<file path="config.mk">
export PLATFORM = sky130hd
export DESIGN_NAME = noc_port_arbiter
export DESIGN_NICKNAME = d
export VERILOG_FILES = /design/src/rtl/noc_port_arbiter.sv
export SDC_FILE = /design/constraint.sdc
export NUM_CORES = 1
export LEC_CHECK = 0
export BUFFER_PORTS_ARGS = -buffer_cell sky130_fd_sc_hd__buf_2
export CORE_MARGIN = 10
export CORE_UTILIZATION = 60
export CTS_CLUSTER_SIZE = 16
export DETAILED_ROUTE_END_ITERATION = 6
export HOLD_SLACK_MARGIN = 0.05
export PLACE_DENSITY_LB_ADDON = 0.1
export SYNTH_ARGS = -nofsm -noshare
export SYNTH_HDL_FRONTEND = slang
export SYNTH_SLANG_ARGS = --single-unit
</file>
<file path="constraint.sdc">
create_clock -name clk -period 5.87 [get_ports clk]
set_clock_uncertainty 0.05 [all_clocks]
set_input_delay 0.2935 -clock clk [delete_from_list [all_inputs] [get_ports clk]]
set_output_delay 0.2935 -clock clk [all_outputs]
set_load 0.03 [all_outputs]
</file>
<file path="src/rtl/noc_port_arbiter.sv">
`default_nettype none
// ============================================================================
// Module   : noc_port_arbiter
// Purpose  : Per-output round-robin arbiter for the NoC router crossbar.
//            Each input presents a destination code. Every output grants at
//            most one input in the same cycle. A multi-flit packet keeps its
//            output locked until its tail flit is granted. Per-input fail and
//            registered starvation flags are reported.
// Ports    : clk, rst_n      - clock, asynchronous active-low reset
//            stall           - freeze all state, suppress all grants
//            req_dst         - destination code per input (0 = none,
//                              k = output k-1, codes above N_OUT = none)
//            req_tail        - current flit of input i is a packet tail
//            grant / fail    - per-input result of this cycle
//            out_vld/out_src - per-output crossbar select
//            starve          - registered, wait count >= STARVE_TH
// Options  : NOC_STARVE_PRIO_EN - starving inputs win unlocked outputs first
// Revision : 1.0 - initial release
// ============================================================================
module noc_port_arbiter #(
    parameter int N_IN      = 3,
    parameter int N_OUT     = 3,
    parameter int DST_W     = 2,
    parameter int SRC_W     = 2,
    parameter int WAIT_W    = 3,
    parameter int STARVE_TH = 4
) (
    input  logic                   clk,
    input  logic                   rst_n,
    input  logic                   stall,
    input  logic [N_IN*DST_W-1:0]  req_dst,
    input  logic [N_IN-1:0]        req_tail,
    output logic [N_IN-1:0]        grant,
    output logic [N_IN-1:0]        fail,
    output logic [N_OUT-1:0]       out_vld,
    output logic [N_OUT*SRC_W-1:0] out_src,
    output logic [N_IN-1:0]        starve
);

    localparam logic [WAIT_W-1:0] C_WAIT_MAX  = '1;
    localparam logic [WAIT_W-1:0] C_STARVE_TH = WAIT_W'(STARVE_TH);

    // State
    logic [SRC_W-1:0]  r_rr_ptr   [N_OUT];
    logic [SRC_W-1:0]  r_lock_own [N_OUT];
    logic [N_OUT-1:0]  r_lock_vld;
    logic [WAIT_W-1:0] r_wait     [N_IN];
    logic [N_IN-1:0]   r_starve;

    // Combinational
    logic [N_IN-1:0]   w_req      [N_OUT];  // w_req[o][i]: input i wants output o
    logic [N_IN-1:0]   w_any_req;
    logic [N_OUT-1:0]  w_win_vld;
    logic [N_OUT-1:0]  w_win_tail;
    logic [SRC_W-1:0]  w_win_idx  [N_OUT];
    logic [SRC_W-1:0]  w_rr_next  [N_OUT];
    logic [N_IN-1:0]   w_grant_raw;
    logic [WAIT_W-1:0] w_wait_next [N_IN];

    // Destination decode; codes above N_OUT match no output and act as none.
    always_comb begin
        w_any_req = '0;
        for (int o = 0; o < N_OUT; o++) begin
            for (int i = 0; i < N_IN; i++) begin
                w_req[o][i] = (req_dst[i*DST_W +: DST_W] == DST_W'(o + 1));
                w_any_req[i] = w_any_req[i] | w_req[o][i];
            end
        end
    end

    always_comb begin : p_arb
        int c;
        c           = 0;
        w_grant_raw = '0;
        w_win_vld   = '0;
        w_win_tail  = '0;
        for (int o = 0; o < N_OUT; o++) begin
            w_win_idx[o] = '0;
            w_rr_next[o] = '0;
            // A lock whose owner still asks for this output wins outright.
            for (int i = 0; i < N_IN; i++) begin
                if (r_lock_vld[o] && (r_lock_own[o] == SRC_W'(i)) && w_req[o][i]) begin
                    w_win_vld[o] = 1'b1;
                    w_win_idx[o] = SRC_W'(i);
                end
            end
`ifdef NOC_STARVE_PRIO_EN
            // First pass over starving requesters in round-robin order.
            for (int k = 0; k < N_IN; k++) begin
                c = (int'(r_rr_ptr[o]) + k) % N_IN;
                for (int i = 0; i < N_IN; i++) begin
                    if (!w_win_vld[o] && (i == c) && w_req[o][i] && r_starve[i]) begin
                        w_win_vld[o] = 1'b1;
                        w_win_idx[o] = SRC_W'(i);
                    end
                end
            end
`endif
            // Otherwise (no lock, or lock abandoned) plain rotated scan.
            for (int k = 0; k < N_IN; k++) begin
                c = (int'(r_rr_ptr[o]) + k) % N_IN;
                for (int i = 0; i < N_IN; i++) begin
                    if (!w_win_vld[o] && (i == c) && w_req[o][i]) begin
                        w_win_vld[o] = 1'b1;
                        w_win_idx[o] = SRC_W'(i);
                    end
                end
            end
            for (int i = 0; i < N_IN; i++) begin
                if (w_win_vld[o] && (w_win_idx[o] == SRC_W'(i))) begin
                    w_grant_raw[i] = 1'b1;
                    w_win_tail[o]  = req_tail[i];
                    w_rr_next[o]   = SRC_W'((i + 1) % N_IN);
                end
            end
        end
    end

    always_comb begin
        grant   = '0;
        fail    = '0;
        out_vld = '0;
        out_src = '0;
        if (!stall) begin
            grant   = w_grant_raw;
            fail    = w_any_req & ~w_grant_raw;
            out_vld = w_win_vld;
            for (int o = 0; o < N_OUT; o++) begin
                if (w_win_vld[o]) begin
                    out_src[o*SRC_W +: SRC_W] = w_win_idx[o];
                end
            end
        end
    end

    always_comb begin
        for (int i = 0; i < N_IN; i++) begin
            if (w_grant_raw[i] || !w_any_req[i]) begin
                w_wait_next[i] = '0;
            end else if (r_wait[i] == C_WAIT_MAX) begin
                w_wait_next[i] = C_WAIT_MAX;
            end else begin
                w_wait_next[i] = r_wait[i] + WAIT_W'(1);
            end
        end
    end

    always_ff @(posedge clk or negedge rst_n) begin
        if (!rst_n) begin
            r_lock_vld <= '0;
            r_starve   <= '0;
            for (int o = 0; o < N_OUT; o++) begin
                r_rr_ptr[o]   <= '0;
                r_lock_own[o] <= '0;
            end
            for (int i = 0; i < N_IN; i++) begin
                r_wait[i] <= '0;
            end
        end else if (!stall) begin
            for (int o = 0; o < N_OUT; o++) begin
                if (w_win_vld[o]) begin
                    if (w_win_tail[o]) begin
                        r_lock_vld[o] <= 1'b0;
                        r_rr_ptr[o]   <= w_rr_next[o];
                    end else begin
                        r_lock_vld[o] <= 1'b1;
                        r_lock_own[o] <= w_win_idx[o];
                    end
                end else if (r_lock_vld[o]) begin
                    // Nobody won, so the owner has left: drop the stale lock.
                    r_lock_vld[o] <= 1'b0;
                end
            end
            for (int i = 0; i < N_IN; i++) begin
                r_wait[i]   <= w_wait_next[i];
                r_starve[i] <= (w_wait_next[i] >= C_STARVE_TH);
            end
        end
    end

    assign starve = r_starve;

endmodule
`default_nettype wire
</file>
==> impl_metrics.toml <==
[run_status]
outcome = "complete, no violations"

[synth]
synth_top_area_cell = "dfrtp_1"
async_reset_ff_share_pct = 100
ys_seq_area_share_pct = 29.9
avgSynthCellArea_um2 = 8.03
synth_seq_cells = 24
synth_cells = 250
synth.distinct_cells = 52
synth_top_area_share_pct = 29.9
synth_edf_count = 0
yosysWarnings = 0
synth.most_common_cell = "nand2_1"
synth.top_cells.by_count = "nand2_1 (25), dfrtp_1 (24), a21oi_1 (18), nor2_1 (18), o21ai_0 (15)"
synth_area_leaders = "dfrtp_1 (30%), ha_1 (5.6%), nand2_1 (4.7%)"
ys.flop_type = "dfrtp_1"
synth_fp_nets = 271
netlist_area_um2 = 2010

[detailed_routing]
drtIter0Drc = 255
wire_per_inst_um = 16.3
drt-total-wl_mm = 5.11
drt.antenna.violating_nets = 0
route.detailed.drc = 0
via_count = 2024
via_per_inst = 6.45
drt_pass1_iterations = 4

[timing]
setup_viol = 0
period_needed_ns = 3.22
clock.fmax_ghz = 0.311
rsz0062_at_grt = "no"
max_slew_margin_pct = 59.4
fin_crit_sh_pct = 54.8
totalNegativeSetupSlack_ns = 0
timing_hold_violations_final = 0
drv_slew = 0
worst_pin_slew_ns = 0.608

[setup_path]
crit_chain = "inv_1 > ha_1 > o21ai_0 > o21ai_0 > o211a_1 > a21boi_1 > a311o_1 > and2_1 > buf_2"
slowest_delay_ns = 0.40
timing.rr.end = "r_wait[7]"
crit_slowest_cell = "dfrtp_1"
arrival_ns = 2.87
cpMostUsedCell = "o21ai_0"
end_kind = "primary output"
critical_path_class = "reg -> out"
r2r_setup_slack_ns = 3.28
r2r-start = "r_rr_ptr[4]"
critPathRequiredTime_ns = 5.53
cp_max_fo = 8
reg2reg_depth = 8
start_kind = "register"

[place]
portBuffers = 29
place_hpwl_mm = 3.87
place.gp.congestion = 0.933
postPlaceCellArea_um2 = 2140

[layout]
final_net_count = 292
design_area_um2 = 2190
antenna_cells = 0
regArea_um2 = 601
multi_input_area_um2 = 1290
layout-drive-gt1-share_pct = 14.4
area_growth_pct = 9.10
fillers = 275

[flow_run]
drv_cap = 0

[clocking]
htreeDepth = 1
clockBufferDepth = 2
numClockSinks = 24
insertion_delay_ns = 0.32
cts_resized = 0
path_clk_slew_ns = 0.14
cts_buffers = 3
cts_tree = "built"
root_buffer = "clkbuf_4"

[grt]
antenna_found_initial = 0
track_usage_pct = 16.7
grt_pass1_wl_mm = 8.74
gr-total-overflow = 0
grt_pass1_vias = 1885
grt_max_degree = 32

[die]
die_h_um = 77.8
die_w_um = 77.8
fp.dieArea_um2 = 6060
rows = 20
start_util_pct = 64.2
core_um2 = 3130
io_pins = 30

[power]
max-vdd-ir-drop_v = 0.000248
p_per_area_nw_per_um2 = 494
p_leak_nw = 1.06

[worst_hold_path]
hold_depth = 3
min_path_type = "in -> reg"
hp-start = "req_tail[1]"
min_to = "r_rr_ptr[1]"
==> metal layers <==
layer  global-route usage, %  vias to the layer above  wire length, um  share of wire, %
li1                        -                      977                -                 -
met4                    4.74                        0               30              0.59
met2                    26.3                       69             2330                46
met3                    3.34                        4              372               7.3
met5                       0                        -                0                 0
met1                    22.5                      974             2380                46
==> registers in the layout, indices dropped and copies added, names as in the netlist <==
name and count:
r_wait 9, r_lock_vld 3, r_rr_ptr 6, r_lock_own 6
==> final cells by class <==
type	instances	share of cell area, %
flip-flops and latches	24	27.4
repair buffers	30	7.09
inverters	13	2.23
multi-input cells	199	59.1
clock buffers	4	1.66
well taps	44	2.51
==> critical path: cells and delay by family (launching register included) <==
kind,cells,cell delay (ns)
adder cells (fa/ha/maj),1,0.39
AO/OA/AOI/OAI,5,1.37
buffers and inverters,2,0.23
AND/OR/NAND/NOR,1,0.18
flip-flops,1,0.40
==> placed cells by master, fill, tap and decap left out, types with 4 or more instances in the layout <==
cell type  instances
and2_1             6
buf_2             29
a31oi_1            5
a211o_1            6
nor3_1             8
nor2b_1            5
o21ai_0           15
nand2b_1           4
nand2_1           25
inv_1             13
ha_1               9
and3b_1            4
o211ai_1           5
o31ai_1           11
a21boi_0           5
a22o_1             4
nor2_1            18
a21oi_1           18
dfrtp_1           24
==> where the power goes <==
part | switching [mW] | internal [mW]
logic | 0.436 | 0.265
registers | 0.0576 | 0.234
clock network | 0.0508 | 0.0379
==> metrics by stage <==
step | utilization (%) | total power, mW | worst slack [ns] | cells | hold WS (ns)
2_1_floorplan | - | 0.832 | 3.13 | 250 | -0.0521
3_3_place_gp | 68.5 | 0.976 | 3.12 | 309 | 0.256
3_5_place_dp | 68.5 | 0.987 | 3.03 | 309 | 0.257
4_1_cts | 70.0 | 1.08 | 2.67 | 314 | 0.251
5_1_grt | 70.0 | 1.18 | 2.45 | 314 | 0.277
6_report | 70.0 | 1.08 | 2.65 | 314 | 0.249
==> worst max path at each step <==
stage	slack, ns	start	depth (start not counted)	to
6_report	2.65	r_rr_ptr[4]	9	grant[0]
5_1_grt	2.45	r_rr_ptr[4]	9	grant[0]
4_1_cts	2.67	r_rr_ptr[4]	9	grant[0]
3_5_place_dp	3.03	r_rr_ptr[4]	9	grant[0]
3_3_place_gp	3.12	r_rr_ptr[2]	9	grant[0]
2_1_floorplan	3.13	r_rr_ptr[2]	8	fail[0]
==> kinds of logic (layout without fill, tap and decap cells) <==
kind of cell / after synthesis / count (layout) / synth area share (%)
buf+inv: 27 / 47 / 5.61
compound gates: 100 / 100 / 35.0
fa+ha+maj: 9 / 9 / 5.61
mux: 2 / 2 / 1.06
simple gates: 88 / 88 / 22.8
flops: 24 / 24 / 29.9
==> what timing repair did <==
item,CTS,global route
endpoints found under the setup margin,0,0
endpoints found under the hold margin,24,0
setup buffers,0,0
hold buffers,1,0
No activity file was read; power rests on OpenSTA's default activity.
